[src/rtl/weight_winograd_xform.sv]
// Winograd F(2x2,3x3) weight transform, scaled by 4: U' = (2G) g (2G)^T.
// Captures one 18-word fetch (kernels A and B) and transforms A then B through
// a row stage (t_q) and a column stage (output slot). Each 4x4 tile is presented
// through a valid/ready slot that can reload on the same edge it is consumed.
module weight_winograd_xform #(
   parameter  int DATA_W = 16,
   localparam int OUT_W  = DATA_W + 4
) (
   input  logic                     clk,
   input  logic                     reset,
   input  logic                     in_valid_i,
   output logic                     in_ready_o,
   input  logic signed [DATA_W-1:0] weight_data_i [18],
   output logic                     out_valid_o,
   input  logic                     out_ready_i,
   output logic signed [OUT_W-1:0]  out_u_o [16],
   output logic                     out_kernel_o,
   output logic                     out_last_o,
   output logic [7:0]               xform_count_o
);

   // Row-stage width: a sum of three weights needs two extra bits.
   localparam int T_W = DATA_W + 2;

   typedef enum logic [2:0] {IDLE, ROW_A, COL_A, ROW_B, COL_B} state_t;

   state_t                  state_q, state_d;
   logic signed [DATA_W-1:0] cap_q [18];
   logic signed [DATA_W-1:0] cap_d [18];
   logic signed [T_W-1:0]    t_q [12];
   logic signed [T_W-1:0]    t_d [12];
   logic signed [OUT_W-1:0]  u_q [16];
   logic signed [OUT_W-1:0]  u_d [16];
   logic                     out_valid_q, out_valid_d;
   logic                     out_kernel_q, out_kernel_d;
   logic                     out_last_q, out_last_d;
   logic [7:0]               count_q, count_d;

   logic                     kernel_b;
   logic                     xfer;
   logic                     slot_free;
   logic signed [T_W-1:0]    row_t [12];
   logic signed [OUT_W-1:0]  col_u [16];

   function automatic logic signed [T_W-1:0] sx_t(input logic signed [DATA_W-1:0] v);
      return {{(T_W-DATA_W){v[DATA_W-1]}}, v};
   endfunction

   function automatic logic signed [OUT_W-1:0] sx_u(input logic signed [T_W-1:0] v);
      return {{(OUT_W-T_W){v[T_W-1]}}, v};
   endfunction

   assign kernel_b  = (state_q == ROW_B);
   assign xfer      = out_valid_q && out_ready_i;
   assign slot_free = !out_valid_q || out_ready_i;

   // Row transform of the selected kernel; t index is 3*row + column.
   for (genvar gi = 0; gi < 3; gi++) begin : g_row
      logic signed [T_W-1:0] g0, g1, g2;
      assign g0 = sx_t(kernel_b ? cap_q[9 + gi] : cap_q[gi]);
      assign g1 = sx_t(kernel_b ? cap_q[12 + gi] : cap_q[3 + gi]);
      assign g2 = sx_t(kernel_b ? cap_q[15 + gi] : cap_q[6 + gi]);
      assign row_t[gi]     = g0 + g0;
      assign row_t[3 + gi] = g0 + g1 + g2;
      assign row_t[6 + gi] = g0 - g1 + g2;
      assign row_t[9 + gi] = g2 + g2;
   end

   // Column transform of the held row result; u index is 4*row + column.
   for (genvar gi = 0; gi < 4; gi++) begin : g_col
      logic signed [OUT_W-1:0] t0, t1, t2;
      assign t0 = sx_u(t_q[3*gi]);
      assign t1 = sx_u(t_q[3*gi + 1]);
      assign t2 = sx_u(t_q[3*gi + 2]);
      assign col_u[4*gi]     = t0 + t0;
      assign col_u[4*gi + 1] = t0 + t1 + t2;
      assign col_u[4*gi + 2] = t0 - t1 + t2;
      assign col_u[4*gi + 3] = t2 + t2;
   end

   // Next-state, capture, pipeline and output-slot logic.
   always_comb begin
      state_d      = state_q;
      cap_d        = cap_q;
      t_d          = t_q;
      u_d          = u_q;
      out_valid_d  = out_valid_q;
      out_kernel_d = out_kernel_q;
      out_last_d   = out_last_q;
      count_d      = count_q;
      in_ready_o   = 1'b0;

      // A consumed tile empties the slot unless a COL state reloads it below.
      if (xfer) begin
         out_valid_d = 1'b0;
         count_d     = count_q + 8'd1;
      end

      case (state_q)
         IDLE: begin
            in_ready_o = 1'b1;
            if (in_valid_i) begin
               cap_d   = weight_data_i;
               state_d = ROW_A;
            end
         end
         ROW_A: begin
            t_d     = row_t;
            state_d = COL_A;
         end
         COL_A: begin
            if (slot_free) begin
               u_d          = col_u;
               out_valid_d  = 1'b1;
               out_kernel_d = 1'b0;
               out_last_d   = 1'b0;
               state_d      = ROW_B;
            end
         end
         ROW_B: begin
            t_d     = row_t;
            state_d = COL_B;
         end
         COL_B: begin
            if (slot_free) begin
               u_d          = col_u;
               out_valid_d  = 1'b1;
               out_kernel_d = 1'b1;
               out_last_d   = 1'b1;
               state_d      = IDLE;
            end
         end
         default: state_d = IDLE;
      endcase
   end

   // State and datapath registers; reset discards any in-flight fetch.
   always_ff @(posedge clk or posedge reset) begin
      if (reset) begin
         state_q      <= IDLE;
         for (int i = 0; i < 18; i++) cap_q[i] <= '0;
         for (int i = 0; i < 12; i++) t_q[i] <= '0;
         for (int i = 0; i < 16; i++) u_q[i] <= '0;
         out_valid_q  <= 1'b0;
         out_kernel_q <= 1'b0;
         out_last_q   <= 1'b0;
         count_q      <= '0;
      end else begin
         state_q      <= state_d;
         cap_q        <= cap_d;
         t_q          <= t_d;
         u_q          <= u_d;
         out_valid_q  <= out_valid_d;
         out_kernel_q <= out_kernel_d;
         out_last_q   <= out_last_d;
         count_q      <= count_d;
      end
   end

   assign out_valid_o   = out_valid_q;
   assign out_u_o       = u_q;
   assign out_kernel_o  = out_kernel_q;
   assign out_last_o    = out_last_q;
   assign xform_count_o = count_q;

endmodule

[config.mk]
export PLATFORM = sky130hd
export DESIGN_NAME = weight_winograd_xform
export DESIGN_NICKNAME = d
export VERILOG_FILES = /design/src/rtl/weight_winograd_xform.sv
export SDC_FILE = /design/constraint.sdc
export NUM_CORES = 2
export LEC_CHECK = 0
export ABC_AREA = 1
export BUFFER_PORTS_ARGS = -buffer_cell sky130_fd_sc_hd__buf_2
export CAP_MARGIN = 10
export CORE_ASPECT_RATIO = 1.2
export CORE_MARGIN = 2
export CORE_UTILIZATION = 35
export CTS_CLUSTER_DIAMETER = 200
export CTS_CLUSTER_SIZE = 20
export DETAILED_ROUTE_END_ITERATION = 6
export HOLD_SLACK_MARGIN = 0.02
export SLEW_MARGIN = 40
export SYNTH_ARGS = -nofsm -noshare
export SYNTH_HDL_FRONTEND = slang
export SYNTH_SLANG_ARGS = --single-unit
[constraint.sdc]
create_clock -name clk -period 36.5 [get_ports clk]
set_input_delay 5.475 -clock clk [delete_from_list [all_inputs] [get_ports clk]]
set_output_delay 5.475 -clock clk [all_outputs]
set_load 0.005 [all_outputs]
==> impl_results.rst <==
.. list-table::
   :header-rows: 1

   * - Metric
     - Value
   * - First element of the critical path
     - reset
   * - Pins Over Slew Limit
     - 0
   * - Antenna viol nets, final
     - 0
   * - Number of antenna violations at the first check in global routing
     - 31
   * - Worst Min Path Start
     - xform_count_o[7]
   * - GRT overflow
     - 0
   * - Per-cell via count in the routed design
     - between 4 and 5
   * - Unique masters post-synth
     - 39
   * - Final Hold Slack
     - 0.467 ns
   * - Overall Global Routing Usage
     - 23.3%
   * - Total via count in the routed design
     - ~40,000
   * - Type of destination of the critical path
     - async pin
   * - Wire length of the first global-routing pass
     - 253,000 µm
   * - Multi-input combinational cell area
     - 25,700 µm²
   * - Die Footprint
     - about 150,000 µm²
   * - Clock slew at the register clock pins of the worst setup and hold paths
     - 0.08 ns
   * - Warnings, synthesis
     - 0
   * - Crit-path max FO
     - 125
   * - Final wirelength
     - roughly 170,000 µm
   * - Sequential share of the synthesized area
     - 39.5%
   * - Total of fill cells in the finished design
     - 14,500
   * - Core region area
     - roughly 140,000 µm²
   * - Slew at the pin closest to its max-slew limit
     - 0.842 ns
   * - Final cell count without fillers
     - 8,284
   * - Commonest non-fill, non-tap cell in the layout
     - sky130_fd_sc_hd__nand2_1
   * - Critical path type
     - in2async
   * - Number of enable-type register cells in the synthesized netlist
     - 0
   * - Slew headroom
     - 42.7%
   * - Setup TNS
     - 0 ns
   * - Maximum clock skew at final layout
     - roughly 0.059 ns
   * - Length in cells of the worst reg-to-reg path
     - 19
   * - H-tree depth reported by CTS
     - 2
   * - Clk sink count
     - 784
   * - Starting utilization of the core area
     - 35.2%
   * - Tcrit/Tclk final
     - 23.5%
   * - Total non-filler cell area in the finished layout
     - 56,100 µm²
   * - Share of cells above drive strength 1
     - 14.7%
   * - Chip Width
     - 348 µm
   * - Average wire length per cell after detail routing
     - 20.6 µm
   * - Primary FF master, synth
     - sky130_fd_sc_hd__dfrtp_1
   * - Die Span Y
     - 417 µm
   * - Minimum clock period after layout
     - 8.59 ns
   * - Critical Path Source Type
     - primary input
   * - Via count of the first global-routing pass
     - a little under 40,000
   * - Hold buffer count at CTS
     - 0
   * - RSZ-0062 raised after global routing
     - no
   * - Mean cell area of the mapped netlist
     - 8.43 µm²
   * - First-pass detailed-route iteration total
     - 6
   * - Commonest cells after routing, fill and taps aside
     - sky130_fd_sc_hd__nand2_1, sky130_fd_sc_hd__inv_1, sky130_fd_sc_hd__dfrtp_1
   * - Number of violations reported at the end of detailed-routing iteration 0
     - 2,806
   * - Final layout net count
     - 7,213
   * - Hold Crit Depth
     - 1
   * - Number of DRC violations after detailed routing
     - 0
   * - Std-Cell Rows
     - 151
   * - Post-Syn Instances
     - 5,896
   * - Finish-stage setup viols
     - 0
   * - TritonCTS clock tree
     - built
   * - Max-capacitance violation count
     - 0
   * - Post-detailed-placement half-perimeter wirelength
     - 141,000 µm
   * - Asr flop ratio synth
     - 100%
   * - Syn Std Cell Area
     - 49,700 µm²
   * - Total count of hold-check failures in the final report
     - 0
   * - Largest net degree at the start of global routing
     - between 200 and 250
   * - Hold WC Path Type
     - reg2reg
   * - Number of setup buffers added after CTS
     - 0
   * - Clock insertion delay at the later pin of the skew report
     - 0.72 ns
   * - DP Area
     - 54,800 µm²
   * - Buffer depth of the longest clock path
     - 3
   * - Worst hold endpoint
     - xform_count_o[7]
   * - Total CTS buffers
     - 45
   * - Number of cells in the design after placement
     - 8,217
   * - GPL Wtd Cong
     - roughly 0.96
   * - Area of all sequential standard cells
     - approximately 20,000 µm²
   * - Total of flip-flops plus latches after synthesis
     - 784
   * - P&R area growth vs syn
     - 12.8%
   * - Clk root buf
     - sky130_fd_sc_hd__clkbuf_16
   * - Number of placed I/O pins
     - 624
   * - CTS resizes
     - 0
   * - FF-to-FF setup slack
     - 30.26 ns
   * - Outcome
     - finished clean
   * - Required time of the critical path
     - ~37 ns
   * - Reg2Reg Launch Point
     - state_q[0]
   * - Number of buffers added on ports
     - 607
   * - CP Data Arrival Time
     - 9.34 ns
   * - Worst R2R End
     - g_col[1].t2[9]
   * - Highest Clock Rate
     - approximately 120 MHz
==> how the worst max path moves through the flow <==
stage / end / slack, ns
after floorplan: cap_q[0] / 9.01
final: out_u_o[223] / 27.91
after global placement: g_col[1].t0[2] / 25.91
after detailed placement: g_col[1].t2[4] / 26.52
after CTS: out_u_o[223] / 27.25
after global routing: out_u_o[223] / 27.29
==> critical path, cell delays in order <==
cell and delay [ns]:
sky130_fd_sc_hd__buf_2 0.14, sky130_fd_sc_hd__inv_12 0.33, sky130_fd_sc_hd__buf_4 0.50, sky130_fd_sc_hd__buf_12 0.29, sky130_fd_sc_hd__buf_6 0.49, sky130_fd_sc_hd__buf_6 0.56, sky130_fd_sc_hd__buf_4 0.50, sky130_fd_sc_hd__buf_12 0.28
sky130_fd_sc_hd__buf_6 0.53
==> final cells by class <==
| class | instances | area share, % |
|---|---|---|
| multi-input cells | 3980 | 45.7 |
| flip-flops and latches | 784 | 35.0 |
| repair buffers | 678 | 6.61 |
| inverters | 940 | 6.34 |
| well taps | 1836 | 4.10 |
| clock buffers | 45 | 2.01 |
| clock inverters | 4 | 0.136 |
| diodes | 17 | 0.0759 |
==> synthesized netlist by cell type, drive strengths merged (4+ instances only) <==
library cell  instances  area, µm²
dfrtp               784      19600
nor2                283       1080
nor4                 13       81.3
mux2                229       2580
o21ai               509       2550
a31oi                 4       25.0
a21oi               290       1460
inv                 940       3530
ha                  255       3190
nand4                 5       31.3
and2                 21        131
nor3                 19        100
xor2                 31        272
or2                  23        144
a21o                  9       67.6
nand3b               45        338
xnor2                47        412
nand2              1541       5790
mux2i                71        711
buf                 166        978
clkbuf               41        154
nand3               302       1510
o21bai               24        180
fa                  237       4740
==> per-stage QoR <==
stage	util [%]	setup WS, ns
final	39.7	27.91
after global routing	39.7	27.29
after CTS	39.7	27.25
after detailed placement	38.8	26.52
after global placement	38.7	25.91
after floorplan	-	9.01
==> per-layer routing <==
layer	share of wire [%]	wire [µm]	global-route usage (%)
met2	47	79800	38.3
met5	0.059	101	0
met1	45	76700	31.5
met3	4.2	7210	2.83
met4	4.1	6980	8.42
==> cells by family after synthesis <==
family,Yosys count,synth area share [%]
other,1,0.00754
XOR/XNOR,78,1.37
multiplexers,300,6.62
adder cells (fa/ha/maj),492,16.0
AO/OA/AOI/OAI,842,8.69
flip-flops,784,39.5
AND/OR/NAND/NOR,2252,18.5
buffers and inverters,1147,9.37
==> flip-flops by register name (all words and copies together) (netlist names) <==
| name | cells |
|---|---|
| state_q | 3 |
| g_col.t1 | 67 |
| cap_q | 288 |
| out_u_o | 282 |
| xform_count_o | 8 |
| g_col.t0 | 67 |
| out_valid_o | 1 |
| out_last_o | 1 |
| g_col.t2 | 67 |
Power is not shown: default switching activity piles up to over one toggle a cycle in this logic, so the estimate is an artifact.
